--- src/rtl/gtech_idle_pkg.sv ---
// Shared definitions for the request-line inactivity timer: FSM encoding and
// the default counter width.
package gtech_idle_pkg;

  typedef enum logic [1:0] {
    ST_ACTIVE = 2'b00,
    ST_COUNT  = 2'b01,
    ST_IDLE   = 2'b10
  } state_e;

  localparam int CNT_W_DEF = 8;

endpackage

--- src/rtl/gtech_idle_timer_nor8.sv ---
// 8-input NOR reduction; drives the all-quiet flag from the sampled request lines.
module GTECH_NOR8
  import gtech_idle_pkg::*;
(
  input  logic A,
  input  logic B,
  input  logic C,
  input  logic D,
  input  logic E,
  input  logic F,
  input  logic G,
  input  logic H,
  output logic Z
);

  assign Z = ~(A | B | C | D | E | F | G | H);

endmodule

--- src/rtl/gtech_idle_timer.sv ---
// Registered inactivity detector: asserts IDLE after THRESH consecutive quiet
// cycles on REQ, with one-cycle TIMEOUT (entry) and WAKE (activity exit) pulses.
module gtech_idle_timer
  import gtech_idle_pkg::*;
#(
  parameter int CNT_W = CNT_W_DEF
) (
  input  logic             CP,
  input  logic             CD,
  input  logic [7:0]       REQ,
  input  logic             EN,
  input  logic             CLR,
  input  logic [CNT_W-1:0] THRESH,
  output logic             IDLE,
  output logic             TIMEOUT,
  output logic             WAKE,
  output logic [CNT_W-1:0] CNT
);

  logic [7:0]       req_q;
  logic             quiet;
  state_e           state_q, state_d;
  logic [CNT_W-1:0] cnt_q, cnt_d, nxt;
  logic             idle_q, idle_d;
  logic             timeout_q, timeout_d;
  logic             wake_q, wake_d;
  logic             hit;

  function automatic logic [CNT_W-1:0] sat_inc(input logic [CNT_W-1:0] v);
    return (&v) ? v : v + 1'b1;
  endfunction

  // Sample stage: request lines registered before the zero-detect
  always_ff @(posedge CP or negedge CD) begin
    if (!CD) begin
      req_q <= '0;
    end else begin
      req_q <= REQ;
    end
  end

  GTECH_NOR8 u_nor8 (
    .A (req_q[0]),
    .B (req_q[1]),
    .C (req_q[2]),
    .D (req_q[3]),
    .E (req_q[4]),
    .F (req_q[5]),
    .G (req_q[6]),
    .H (req_q[7]),
    .Z (quiet)
  );

  assign nxt = sat_inc(cnt_q);
  // THRESH of zero disables the timeout; >= tolerates THRESH dropping mid-count
  assign hit = (THRESH != '0) && (nxt >= THRESH);

  always_comb begin
    state_d   = state_q;
    cnt_d     = cnt_q;
    timeout_d = 1'b0;
    wake_d    = 1'b0;
    if (CLR || !EN) begin
      state_d = ST_ACTIVE;
      cnt_d   = '0;
    end else begin
      unique case (state_q)
        ST_ACTIVE: begin
          if (quiet) begin
            cnt_d = nxt;
            if (hit) begin
              state_d   = ST_IDLE;
              timeout_d = 1'b1;
            end else begin
              state_d = ST_COUNT;
            end
          end else begin
            cnt_d = '0;
          end
        end
        ST_COUNT: begin
          if (!quiet) begin
            state_d = ST_ACTIVE;
            cnt_d   = '0;
          end else begin
            cnt_d = nxt;
            if (hit) begin
              state_d   = ST_IDLE;
              timeout_d = 1'b1;
            end
          end
        end
        ST_IDLE: begin
          if (!quiet) begin
            state_d = ST_ACTIVE;
            cnt_d   = '0;
            wake_d  = 1'b1;
          end
        end
        default: begin
          state_d = ST_ACTIVE;
          cnt_d   = '0;
        end
      endcase
    end
    idle_d = (state_d == ST_IDLE);
  end

  // Control stage: FSM, counter and registered outputs
  always_ff @(posedge CP or negedge CD) begin
    if (!CD) begin
      state_q   <= ST_ACTIVE;
      cnt_q     <= '0;
      idle_q    <= 1'b0;
      timeout_q <= 1'b0;
      wake_q    <= 1'b0;
    end else begin
      state_q   <= state_d;
      cnt_q     <= cnt_d;
      idle_q    <= idle_d;
      timeout_q <= timeout_d;
      wake_q    <= wake_d;
    end
  end

  assign IDLE    = idle_q;
  assign TIMEOUT = timeout_q;
  assign WAKE    = wake_q;
  assign CNT     = cnt_q;

endmodule

--- config.mk ---
export PLATFORM = sky130hd
export DESIGN_NAME = gtech_idle_timer
export DESIGN_NICKNAME = d
export VERILOG_FILES = /design/src/rtl/gtech_idle_pkg.sv /design/src/rtl/gtech_idle_timer_nor8.sv /design/src/rtl/gtech_idle_timer.sv
export SDC_FILE = /design/constraint.sdc
export NUM_CORES = 1
export LEC_CHECK = 0
export ABC_AREA = 1
export CAP_MARGIN = 25
export CORE_ASPECT_RATIO = 1.25
export CORE_MARGIN = 5
export CORE_UTILIZATION = 43
export DETAILED_ROUTE_END_ITERATION = 8
export PLACE_DENSITY = 0.72
export SLEW_MARGIN = 10
export SYNTH_ARGS = -nofsm -noshare
export SYNTH_HDL_FRONTEND = slang
export SYNTH_SLANG_ARGS = --single-unit
--- constraint.sdc ---
create_clock -name CP -period 2 [get_ports CP]
set_clock_uncertainty 0.1 [all_clocks]
set_input_delay 0.3 -clock CP [delete_from_list [all_inputs] [get_ports CP]]
set_output_delay 0.3 -clock CP [all_outputs]
set_load 0.05 [all_outputs]
==> results.md, run 1 <==
- The share of synthesized area in the top cell type comes to 0.435.
- In this run the static leakage power is 0.988 nW.
- In the finished design, the share of the clock period the worst path needs comes to 1.04.
- In the final layout, the multi-input gates occupy around 730 µm².
- The mean number of vias per cell is roughly 5.
- Of the total power, the clock network draws 0.290.
- The layout has 231 filler cells.
- The number of antenna violations at the first check in global routing is 0.
- Across all register-to-register paths, the minimum setup slack is -90 ps.
- By area the synthesized netlist is led by sky130_fd_sc_hd__dfrtp_1, sky130_fd_sc_hd__nand2_1, sky130_fd_sc_hd__ha_1.
- The region available for standard cell placement spans about 0.0027 mm².
- Setup violations remaining at the end of the flow were counted as 4.
- The worst register-to-register path ends at IDLE$_DFF_PN0_.
- The TritonCTS clock tree is done.
- For this run, the post-layout net count is ~230.
- Across the whole layout, storage elements account for 536 µm².
- The hold buffer count at CTS is 0.
- The max-cap violation count is 0.
- STA puts the critical path data arrival time at 2190 ps.
- The routability congestion estimate from global placement is ~0.91.
- The power density normalized to cell area is about 390 mW/mm².
- In this run the tool buffered the top-level ports with 30 buffer cells.
- The launching element type of the critical path is a register.
- The count of mapped cells out of synthesis is between 150 and 200.
- The detail route stage leaves a number of antenna-violating nets equal to 0.
- Counting every sink on the clock net gives 21.
- The async set-or-reset flop fraction in the synthesized netlist is 1.00.
- The final cell utilization of the core is 0.689.
- The completed layout was analyzed and its total power is between 0.0007 and 0.0008 W.
- After detailed routing, the average wire length per cell comes to about 14 µm.
- The share of total power dissipated in sequential elements is 0.601.
- Of the total power, combinational logic draws 0.109.
- The maximum level of the CTS H-tree is 1.
- The first global-routing pass estimated 5230 µm of wire.
- The largest fanout on the critical path is 6.
- The root buffer selected by CTS is sky130_fd_sc_hd__clkbuf_4.
- For this run the aggregate overflow at the end of global routing stands at 0.
- The endpoint kind of the worst setup timing path is a register.
- The number of flops mapped to enable cells by yosys is 0.
- The unique cell type count in the Yosys netlist is 22.
- Measured in cells, the most critical reg-to-reg path has a length of 12.
- From synthesis to final layout, the design area changed by 53.0%.
- The internal power is roughly 0.00056 W.
- The total number of placement rows is 21.
- After detailed routing, the number of remaining DRC violations is 0.
- The total global routing track utilization is 0.165.
- The height of the die is 69.2 µm.
- The data required time at the worst endpoint is about 2100 ps.
- The number of global-route vias before repair is between 1,000 and 1,500.
- Measured against its own limit, the worst slew margin works out to 0.665.
- The mean instance size in the synthesized netlist is between 7 and 8 µm².
- The setup slack after layout is -87.3 ps.
- The cell area that synthesis handed to floorplanning was around 0.0012 mm².
- The count of vias placed by the detailed router is 1,146.
- The starting density of the core is 0.451.
- The wire-length estimate of the detail-placed layout is around 2400 µm.
- The first detailed-routing pass took 4 iterations.
- The number of warnings printed during yosys synthesis is 0.
- Of the total power, the share spent switching nets is 0.230.
- In the final layout, the share of cells above drive strength 1 is 0.332.
- The critical path is of the register to register type.
- The repair_antennas step left the layout with diodes totalling 0.
- The slew of the pin with the lowest slew margin is between 500 and 600 ps.
- In this run the horizontal extent of the chip is around 57 µm.
- The checks that failed: setup timing.
- In this run the power spent charging and discharging nets is 0.000167 W.
- The most frequently used flop master after synthesis is sky130_fd_sc_hd__dfrtp_1.
- For this run, the top clock speed supported by timing is ~480 MHz.
- Counting every net in the synthesized netlist gives around 180.
- During I/O placement, the number of pins put on the boundary was 31.
- The final max-slew violation count is 0.
- The flow ran to the end, but the final reports show violations.
- The clock buffer count from CTS is 3.
- The clock reaches the later pin of the worst-skew pair after between 300 and 400 ps.
- The sequential fraction of the synthesis area is 0.435.
- Setup repair after global routing could not meet its margin everywhere.
- The register clock-pin slew on the reported worst setup and hold paths is roughly 120 ps.
- The die area is 0.00397 mm².
- Counting flops and latches in the post-synthesis netlist gives 21.
- The clock passes through at most 2 buffers.
- The largest total area in the synthesized netlist belongs to sky130_fd_sc_hd__dfrtp_1.
- The aggregate routed wire length is 3200 µm.
- The timing startpoint of the critical path is CNT[1]$_DFFE_PN0P_.
- Across the VDD grid, the largest voltage drop is approximately 0.34 mV.
- The final number of hold-violating endpoints was 0.
- The accumulated negative setup slack is -249 ps.
- The startpoint identified for the worst register-to-register timing path is CNT[1]$_DFFE_PN0P_.
- The last element of the critical path is IDLE$_DFF_PN0_.
- The number of design-rule violations left by the first detailed-router iteration is 40.
- The largest net degree at the start of global routing is 22.
- The type of the worst min-delay path is primary input to async pin.
- Subtracting the final worst setup slack from the clock period gives 2090 ps.
what timing repair did:
action	in CTS	in global routing
pin swaps	7	13
hold endpoints to repair	0	0
setup buffers	1	2
resized for setup	10	18
setup endpoints to repair	5	5
final cells by class:
cell class,instances,share of cell area
inverter,28,0.0583
timing repair buffer,45,0.221
multi-input combinational,104,0.394
sequential,21,0.290
clock buffer,4,0.0142
tap,34,0.0230
worst max-delay path, cell delays in order (launching register included):
cell	delay, ps
sky130_fd_sc_hd__dfrtp_2	430
sky130_fd_sc_hd__ha_4	160
sky130_fd_sc_hd__inv_4	40
sky130_fd_sc_hd__nor2_4	160
sky130_fd_sc_hd__nand2_4	120
sky130_fd_sc_hd__buf_4	160
sky130_fd_sc_hd__nand2_1	90
sky130_fd_sc_hd__ha_1	250
sky130_fd_sc_hd__nand2_2	100
sky130_fd_sc_hd__o21a_1	160
sky130_fd_sc_hd__nand2_4	70
sky130_fd_sc_hd__nand3_4	70
sky130_fd_sc_hd__nand2_1	60
metrics by stage:
step	cells	hold WS, ps	setup slack, ps	instance area [µm²]
after floorplan	153	-95.6	-113	1260
after global placement	229	416	-55.6	1680
after detailed placement	229	425	-116	1680
after CTS	234	218	-47.8	1760
after global routing	236	222	-207	1850
final	236	212	-87.3	1850
Yosys cell counts (2+ instances only):
cell,instances
sky130_fd_sc_hd__dfrtp_1,21
sky130_fd_sc_hd__nor2_4,2
sky130_fd_sc_hd__xor2_1,2
sky130_fd_sc_hd__and2_1,2
sky130_fd_sc_hd__nand2_2,3
sky130_fd_sc_hd__nor3_1,3
sky130_fd_sc_hd__inv_1,27
sky130_fd_sc_hd__nand2_1,45
sky130_fd_sc_hd__nand3_1,10
sky130_fd_sc_hd__a21oi_1,3
sky130_fd_sc_hd__ha_1,9
sky130_fd_sc_hd__nand3_2,2
sky130_fd_sc_hd__o21ai_0,3
sky130_fd_sc_hd__nor2_1,13
cell families after synthesis:
group                    synth area share
adder cells (fa/ha/maj)            0.0933
buffers and inverters              0.0870
AO/OA/AOI/OAI                      0.0425
AND/OR/NAND/NOR                     0.327
flip-flops                          0.435
XOR/XNOR                           0.0145
power by group through the flow:
stage	Sequential [W]	Combinational, W	Clock, W
final	0.000434	0.0000786	0.000210
after global routing	0.000435	0.0000865	0.000229
after CTS	0.000434	0.0000745	0.000215
after detailed placement	0.000443	0.0000705	0
after global placement	0.000443	0.0000682	0
after floorplan	0.000443	0.0000184	0
state kept, by name, indices dropped and copies added (netlist names):
register / flops
CNT: 8
IDLE: 1
TIMEOUT: 1
WAKE: 1
req_q: 8
state_q: 2
cells in the final DEF (no fill, tap or decap), types with 2 or more instances in the layout:
cell type	Yosys	final
sky130_fd_sc_hd__nor3_1	3	2
sky130_fd_sc_hd__nand2_4	0	3
sky130_fd_sc_hd__nor2_4	2	2
sky130_fd_sc_hd__dfrtp_1	21	13
sky130_fd_sc_hd__xor2_1	2	2
sky130_fd_sc_hd__buf_4	0	18
sky130_fd_sc_hd__nand3_4	0	2
sky130_fd_sc_hd__nor3_4	1	2
sky130_fd_sc_hd__clkdlybuf4s50_1	0	24
sky130_fd_sc_hd__inv_2	1	3
sky130_fd_sc_hd__nand2_2	3	10
sky130_fd_sc_hd__inv_1	27	24
sky130_fd_sc_hd__a21oi_2	0	3
sky130_fd_sc_hd__nand3_1	10	9
sky130_fd_sc_hd__nor2_1	13	12
sky130_fd_sc_hd__nand2_1	45	35
sky130_fd_sc_hd__ha_1	9	4
sky130_fd_sc_hd__dfrtp_2	0	8
sky130_fd_sc_hd__o21ai_0	3	3
sky130_fd_sc_hd__clkbuf_4	0	3
sky130_fd_sc_hd__ha_4	0	5
per-layer routing:
layer	wire, µm	GRT usage
met3	164	0.0428
met5	0	0
met4	110	0.0902
met1	1250	0.170
met2	1670	0.294
how the worst min path moves through the flow:
stage | start | to | slack [ps] | cells after the start
CTS | CD | WAKE$_DFF_PN0_ | 220 | 2
floorplan | CD | CNT[0]$_DFFE_PN0P_ | -100 | 0
detailed placement | state_q[1]$_DFF_PN0_ | state_q[0]$_DFF_PN0_ | 430 | 3
finish | CD | CNT[5]$_DFFE_PN0P_ | 210 | 2
global route | CD | WAKE$_DFF_PN0_ | 220 | 2
global placement | state_q[1]$_DFF_PN0_ | state_q[0]$_DFF_PN0_ | 420 | 3
(Power assumes the default switching activity.)
==> inputs of run 2 (changes only) <==
==> constraint.sdc (replaced) <==
create_clock -name CP -period 2 [get_ports CP]
set_clock_uncertainty 0.1 [all_clocks]
set_input_delay 0.4 -clock CP [delete_from_list [all_inputs] [get_ports CP]]
set_output_delay 0.4 -clock CP [all_outputs]
set_load 0.05 [all_outputs]
==> run 2 against run 1 <==
The flow still finishes with violations (setup timing). Non-clock buffer count grew 5. Combinational power shrank 2%. Flip-flop and latch count is the same. Total power shrank 0.66%. Core utilization grew 0.42 points. Final cell count grew 2.1%. Count of clock-buffer cells in the layout is the same. Critical path depth grew 2. Register-to-register slack is essentially flat. Global-route usage grew 0.47 points. Critical path type unchanged. Critical endpoint is now CNT[0]$_DFFE_PN0P_. Largest power group unchanged.
==> results.md, run 2 (synthesis results as in run 1) <==
- The number of buffers inserted by port buffering is 30 (unchanged).
- The HPWL reported at the end of detailed placement is 2360 µm (-1.9%).
- The slew of the pin with the lowest slew margin is 271 ps (-231 ps).
- The maximum VDD drop came to 0.423 mV (+24%).
- The power density normalized to cell area came to 386 mW/mm² (-1.3%).
- The number of inserted diodes was 0 (unchanged).
- The mean number of vias per cell is 4.83 (-0.45%).
- The data required time at the worst endpoint is 2090 ps (about the same).
- The horizontal die dimension came to 57.4 µm (unchanged).
- Setup repair after global routing could not meet its margin everywhere.
- The cell area reported after detailed placement is 0.00167 mm² (-0.60%).
- The number of antenna violations at the first check in global routing is 0 (unchanged).
- By startpoint and endpoint, the worst setup path is classified as register to register.
- The total number of placement rows is 21 (unchanged).
- The largest net degree at the start of global routing is 22 (unchanged).
- The count of vias placed by the detailed router is 1,165 (+1.7%).
- The count of cells along the worst register-to-register path was 14 (+2).
- TritonCTS built the clock tree.
- The reg2reg setup slack came to -90 ps (about the same).
- The clock sink count is 21 (unchanged).
- The latest clock arrival within the worst-skew pair was 310 ps (about the same).
- The cell sitting at the root of the clock tree is a sky130_fd_sc_hd__clkbuf_4.
- The arrival time at the worst endpoint is 2180 ps (about the same).
- The floorplan core area is 0.00268 mm² (unchanged).
- The number of fill cells in the layout is 228 (-1.3%).
- The register clock-pin slew on the reported worst setup and hold paths was 120 ps (about the same).
- The endpoint of the lowest-slack register-to-register path is CNT[0]$_DFFE_PN0P_.
- The shortest period the worst path allows is 2090 ps (+1.90 ps).
- The accumulated negative setup slack is -231 ps (+17.7 ps).
- The area of the multi-input gates is 716 µm² (-1.5%).
- The aggregate routed wire length is 3090 µm (-3.5%).
- The maximum clock insertion buffer count came to 2 (unchanged).
- The endpoint kind of the worst setup timing path is a register.
- The worst setup path is launched from a register.
- The overall overflow remaining after global route was 0 (unchanged).
- The type of the worst min-delay path is primary input to async pin.
- The maximum level of the CTS H-tree was 1 (unchanged).
- The hold buffer count at CTS is 0 (unchanged).
- The largest fanout on the critical path is 6 (unchanged).
- The most frequent standard cell in the layout excluding fill and tap cells is sky130_fd_sc_hd__nand2_1.
- In the layout the commonest cells are sky130_fd_sc_hd__nand2_1, sky130_fd_sc_hd__buf_4, sky130_fd_sc_hd__inv_1.
- The die area is 0.00397 mm² (unchanged).
- The post-layout net count was 237 (+2.2%).
- The number of global-route vias before repair is 1,213 (-5.3%).
- The max-cap violation count is 0 (unchanged).
- The final max-slew violation count is 0 (unchanged).
- The longest individual stage delay on the worst path came to 430 ps (about the same).
- The final worst-path cycle share is 1.04 (about the same).
- The fraction of final layout cells sized beyond drive strength 1 is 0.372 (+0.0403).
- The achievable frequency is 479 MHz (about the same).
- The routability congestion estimate from global placement is 0.869 (-4.1%).
- The leakage component of the power is 1.02 nW (+2.9%).
- The final standard cell count with taps included and fillers excluded was 241 (+2.1%).
- The final routed DRC violation total is 0 (unchanged).
- The number of design-rule violations left by the first detailed-router iteration is 25 (-38%).
- The critical path's most frequent cell is sky130_fd_sc_hd__buf_4.
- The number of nets with antenna violations after routing is 0 (unchanged).
- The number of top-level pins is 31 (unchanged).
- The routed wire length per instance is 12.8 µm (-5.5%).
- The starting density of the core was 0.451 (unchanged).
- The footprint of the flip-flops and latches was 536 µm² (unchanged).
- The setup slack after layout is -89.2 ps (-1.90 ps).
- The wire length of the first global-routing pass is 5290 µm (+1.2%).
- The total instance count after detailed placement is 230 (+0.44%).
- The total global routing track utilization is 0.170 (+0.00467).
- The final number of hold-violating endpoints is 0 (unchanged).
- The relative slew slack is 0.820 (+0.154).
- The run finished, with violations left.
- The worst register-to-register path begins at CNT[1]$_DFFE_PN0P_.
- The first-pass detailed-route iteration total is 4 (unchanged).
- The height of the die is 69.2 µm (unchanged).
- Traced cell by cell, the critical path runs through ha_4 > inv_4 > nor2_4 > nand2_4 > nand2_2 > nand2_2 > buf_4 > buf_4 > buf_4 > buf_4 > buf_4 > buf_6 > nand2_2 > o21ai_1.
- The count of endpoints failing setup in the final report is 5 (+1).
- The final reports fail on setup timing.
- The layout-stage area growth over the synthesis result is 53.9%.
- The area of all placed cells without fillers is 0.00186 mm² (+0.61%).
- For this design, the slowest cell found on the critical path is sky130_fd_sc_hd__dfrtp_2.
- The clock buffer count from CTS is 3 (unchanged).
==> run 2: per-layer routing <==
metal | vias to the layer above | GRT usage | wire (µm)
met4 | 0 | 0.0799 | 93
met3 | 8 | 0.0335 | 172
met5 | - | 0 | 0
met2 | 35 | 0.298 | 1580
li1 | 580 | - | -
met1 | 542 | 0.192 | 1250
==> run 2: power breakdown <==
group / switching [W] / internal (W) / leakage (nW) / total (W)
Combinational: 0.0000320 / 0.0000450 / 0.740 / 0.0000770
Clock: 0.000128 / 0.0000780 / 0.0150 / 0.000206
Sequential: 0.00000204 / 0.000432 / 0.262 / 0.000434
==> run 2: layout make-up <==
class	count	area share
clock buffers	4	0.0141
inverters	28	0.0579
repair buffers	50	0.232
flip-flops and latches	21	0.288
multi-input cells	104	0.385
well taps	34	0.0229
==> run 2: worst max-delay path by stage <==
stage | from | slack [ps] | to
floorplan | CNT[1]$_DFFE_PN0P_ | -110 | IDLE$_DFF_PN0_
global placement | CNT[2]$_DFFE_PN0P_ | -60 | IDLE$_DFF_PN0_
detailed placement | CNT[0]$_DFFE_PN0P_ | -90 | state_q[1]$_DFF_PN0_
CTS | CNT[0]$_DFFE_PN0P_ | -60 | state_q[1]$_DFF_PN0_
global route | CNT[2]$_DFFE_PN0P_ | -180 | state_q[1]$_DFF_PN0_
finish | CNT[1]$_DFFE_PN0P_ | -90 | CNT[0]$_DFFE_PN0P_
==> run 2: repair_timing <==
| item | CTS | global route |
|---|---|---|
| buffers inserted | 6 | 1 |
| gates resized for setup | 8 | 15 |
| pin swaps | 2 | 5 |
| setup endpoints to repair | 4 | 5 |
==> run 2: stage by stage <==
step                      power (W)  worst slack [ps]  hold slack [ps]  utilization
after floorplan            0.000461              -113             4.41            -
after global placement     0.000511             -63.6              417        0.624
after detailed placement   0.000514             -86.5              409        0.624
after CTS                  0.000724             -60.5              320        0.668
after global routing       0.000761              -184              334        0.693
final                      0.000718             -89.2              313        0.693
==> run 2: worst max-delay path: cells and delay by family (launching register included) <==
family          cells  cell delay [ps]
flops               1              430
buf+inv             7              760
compound gates      1               60
simple gates        5              450
fa+ha+maj           1              170
==> inputs of run 3 (changes only) <==
SKIP_LAST_GASP = 1   (was default)
==> run 3 against run 2 <==
The flow still finishes with violations (setup timing). Register-to-register slack barely moved. Worst hold slack got worse by 2.6 ps. Critical path depth unchanged. Via count rose by 0.34%. Global-route usage fell by 0.15 points. Flip-flop and latch count did not move. Final cell count is the same. Cell area is 0.13% lower. Routed wire length about the same. Clock power about the same. First-iteration DRC count increased by 40%.
==> results.md, run 3 (synthesis results as in run 1) <==
- The largest fanout on the critical path is 6 (unchanged).
- The worst hold path belongs to the class primary input to async pin.
- The number of buffers inserted by port buffering is 30 (unchanged).
- The count of vias placed by the detailed router is 1,169 (+0.34%).
- The routability congestion estimate from global placement came to 0.869 (unchanged).
- The met3 track demand over resource was 0.0354 (+0.00186).
- The register clock-pin slew on the reported worst setup and hold paths was 120 ps (about the same).
- The floorplan core area came to 0.00268 mm² (unchanged).
- The flow ran to the end, but the final reports show violations.
- The count of cells along the worst register-to-register path is 14 (unchanged).
- Setup repair after global routing could not meet its margin everywhere.
- The wire length of the first global-routing pass is 5240 µm (-1.0%).
- The max-cap violation count was 0 (unchanged).
- The overall overflow remaining after global route came to 0 (unchanged).
- The die area is 0.00397 mm² (unchanged).
- The number of nets with antenna violations after routing is 0 (unchanged).
- met2 is the most crowded layer.
- The number of antenna violations at the first check in global routing was 0 (unchanged).
- The achievable frequency is 476 MHz (-0.49%).
- The starting density of the core is 0.451 (unchanged).
- The number of global-route vias before repair is 1,202 (-0.91%).
- The number of top-level pins came to 31 (unchanged).
- The slew of the pin with the lowest slew margin was 270 ps (-1.09 ps).
- The total instance count after detailed placement is 230 (unchanged).
- The mean number of vias per cell is 4.85 (+0.34%).
- The TritonCTS clock tree is done.
- The final routed DRC violation total came to 0 (unchanged).
- The horizontal die dimension is 57.4 µm (unchanged).
- The setup slack after layout is -99.4 ps (-10.2 ps).
- The most frequent standard cell in the layout excluding fill and tap cells is sky130_fd_sc_hd__nand2_1.
- The checks that failed: setup timing.
- The arrival time at the worst endpoint came to 2190 ps (about the same).
- The worst hold slack is 310 ps (-2.61 ps).
- The shortest period the worst path allows is 2100 ps (+10.2 ps).
- The endpoint kind of the worst setup timing path is a register.
- The fraction of final layout cells sized beyond drive strength 1 is 0.367 (-0.00483).
- In the layout the commonest cells are sky130_fd_sc_hd__nand2_1, sky130_fd_sc_hd__buf_4, sky130_fd_sc_hd__inv_1.
- The worst setup path is of the register to register kind.
- The HPWL reported at the end of detailed placement is 2360 µm (unchanged).
- The maximum level of the CTS H-tree is 1 (unchanged).
- The final max-slew violation count came to 0 (unchanged).
- The final standard cell count with taps included and fillers excluded is 241 (unchanged).
- The clock sink count was 21 (unchanged).
- The relative slew slack is 0.820 (about the same).
- The post-layout net count was 237 (unchanged).
- The aggregate routed wire length came to 3090 µm (about the same).
- The cell sitting at the root of the clock tree is a sky130_fd_sc_hd__clkbuf_4.
- The global routing met2 resource utilization is 0.291 (-0.00628).
- The routed wire length per instance came to 12.8 µm (about the same).
- The met1 track utilization from global routing came to 0.188 (-0.00353).
- The launching element type of the critical path is a register.
- The number of inserted diodes is 0 (unchanged).
- The final cell utilization of the core is 0.692 (-0.000933).
- The accumulated negative setup slack is -234 ps (-2.86 ps).
- The worst slack at placement is -86.5 ps (unchanged).
- The layout-stage area growth over the synthesis result is 53.7%.
- The number of design-rule violations left by the first detailed-router iteration is 35 (+40%).
- The largest net degree at the start of global routing came to 22 (unchanged).
- The power density normalized to cell area is 387 mW/mm² (+0.24%).
- The maximum VDD drop is 0.439 mV (+3.7%).
- The data required time at the worst endpoint came to 2100 ps (about the same).
- The maximum clock insertion buffer count was 2 (unchanged).
- The final number of hold-violating endpoints was 0 (unchanged).
- The final worst-path cycle share was 1.05 (+0.00510).
- The height of the die is 69.2 µm (unchanged).
- The latest clock arrival within the worst-skew pair was 310 ps (about the same).
- The leakage component of the power is 1.02 nW (about the same).
- The clock buffer count from CTS is 3 (unchanged).
- The hold buffer count at CTS was 0 (unchanged).
- The count of endpoints failing setup in the final report is 5 (unchanged).
- The total global routing track utilization is 0.169 (-0.00152).
- The first-pass detailed-route iteration total is 4 (unchanged).
- The total number of placement rows is 21 (unchanged).
run 3: per-stage QoR:
| stage | area, µm² | power (W) |
|---|---|---|
| floorplan | 1260 | 0.000461 |
| detailed placement | 1670 | 0.000514 |
| finish | 1860 | 0.000718 |
| global placement | 1670 | 0.000511 |
| CTS | 1780 | 0.000724 |
| global route | 1860 | 0.000761 |
run 3: per-layer routing:
metal	vias up	share of wire
met5	-	0
met4	0	0.038
met3	10	0.055
met2	41	0.51
met1	540	0.40
li1	578	-
run 3: power breakdown:
group          internal, W  total [W]  switching, W
Combinational    0.0000449  0.0000768     0.0000318
Sequential        0.000432   0.000434    0.00000205
Clock            0.0000780   0.000207      0.000129
run 3: worst paths after layout:
check / startpoint / endpoint / slack, ps
hold reg to reg: state_q[0]$_DFF_PN0_ / WAKE$_DFF_PN0_ / 440
max in group asynchronous: CD / CNT[1]$_DFFE_PN0P_ / 1250
min in group CP: REQ[3] / req_q[3]$_DFF_PN0_ / 410
setup reg to reg: CNT[0]$_DFFE_PN0P_ / CNT[0]$_DFFE_PN0P_ / -100
setup / recovery: CNT[0]$_DFFE_PN0P_ / CNT[0]$_DFFE_PN0P_ / -100
hold / removal: CD / req_q[4]$_DFF_PN0_ / 310
run 3: worst max-delay path, cell delays in order (launching register included):
cell	delay [ps]
sky130_fd_sc_hd__dfrtp_2	440
sky130_fd_sc_hd__ha_4	160
sky130_fd_sc_hd__inv_4	40
sky130_fd_sc_hd__nor2_4	160
sky130_fd_sc_hd__nand2_4	110
sky130_fd_sc_hd__nand2_2	80
sky130_fd_sc_hd__nand2_2	70
sky130_fd_sc_hd__buf_6	110
sky130_fd_sc_hd__buf_4	110
sky130_fd_sc_hd__buf_4	120
sky130_fd_sc_hd__buf_4	120
sky130_fd_sc_hd__buf_4	120
sky130_fd_sc_hd__buf_4	120
sky130_fd_sc_hd__nand2_1	40
sky130_fd_sc_hd__o21ai_1	60
run 3: final cells by class:
type                            instances  area, µm²
Fill cell                             230        825
Multi-Input combinational cell        104        713
Sequential cell                        21        536
Timing Repair Buffer                   50        430
Inverter                               28        108
Tap cell                               34       42.5
Clock buffer                            4       26.3
run 3: timing repair:
action                                  in CTS  in global routing
endpoints found under the setup margin       4                  5
resized for setup                            6                 16
pin swaps                                    2                  7
setup buffers                                6                  1
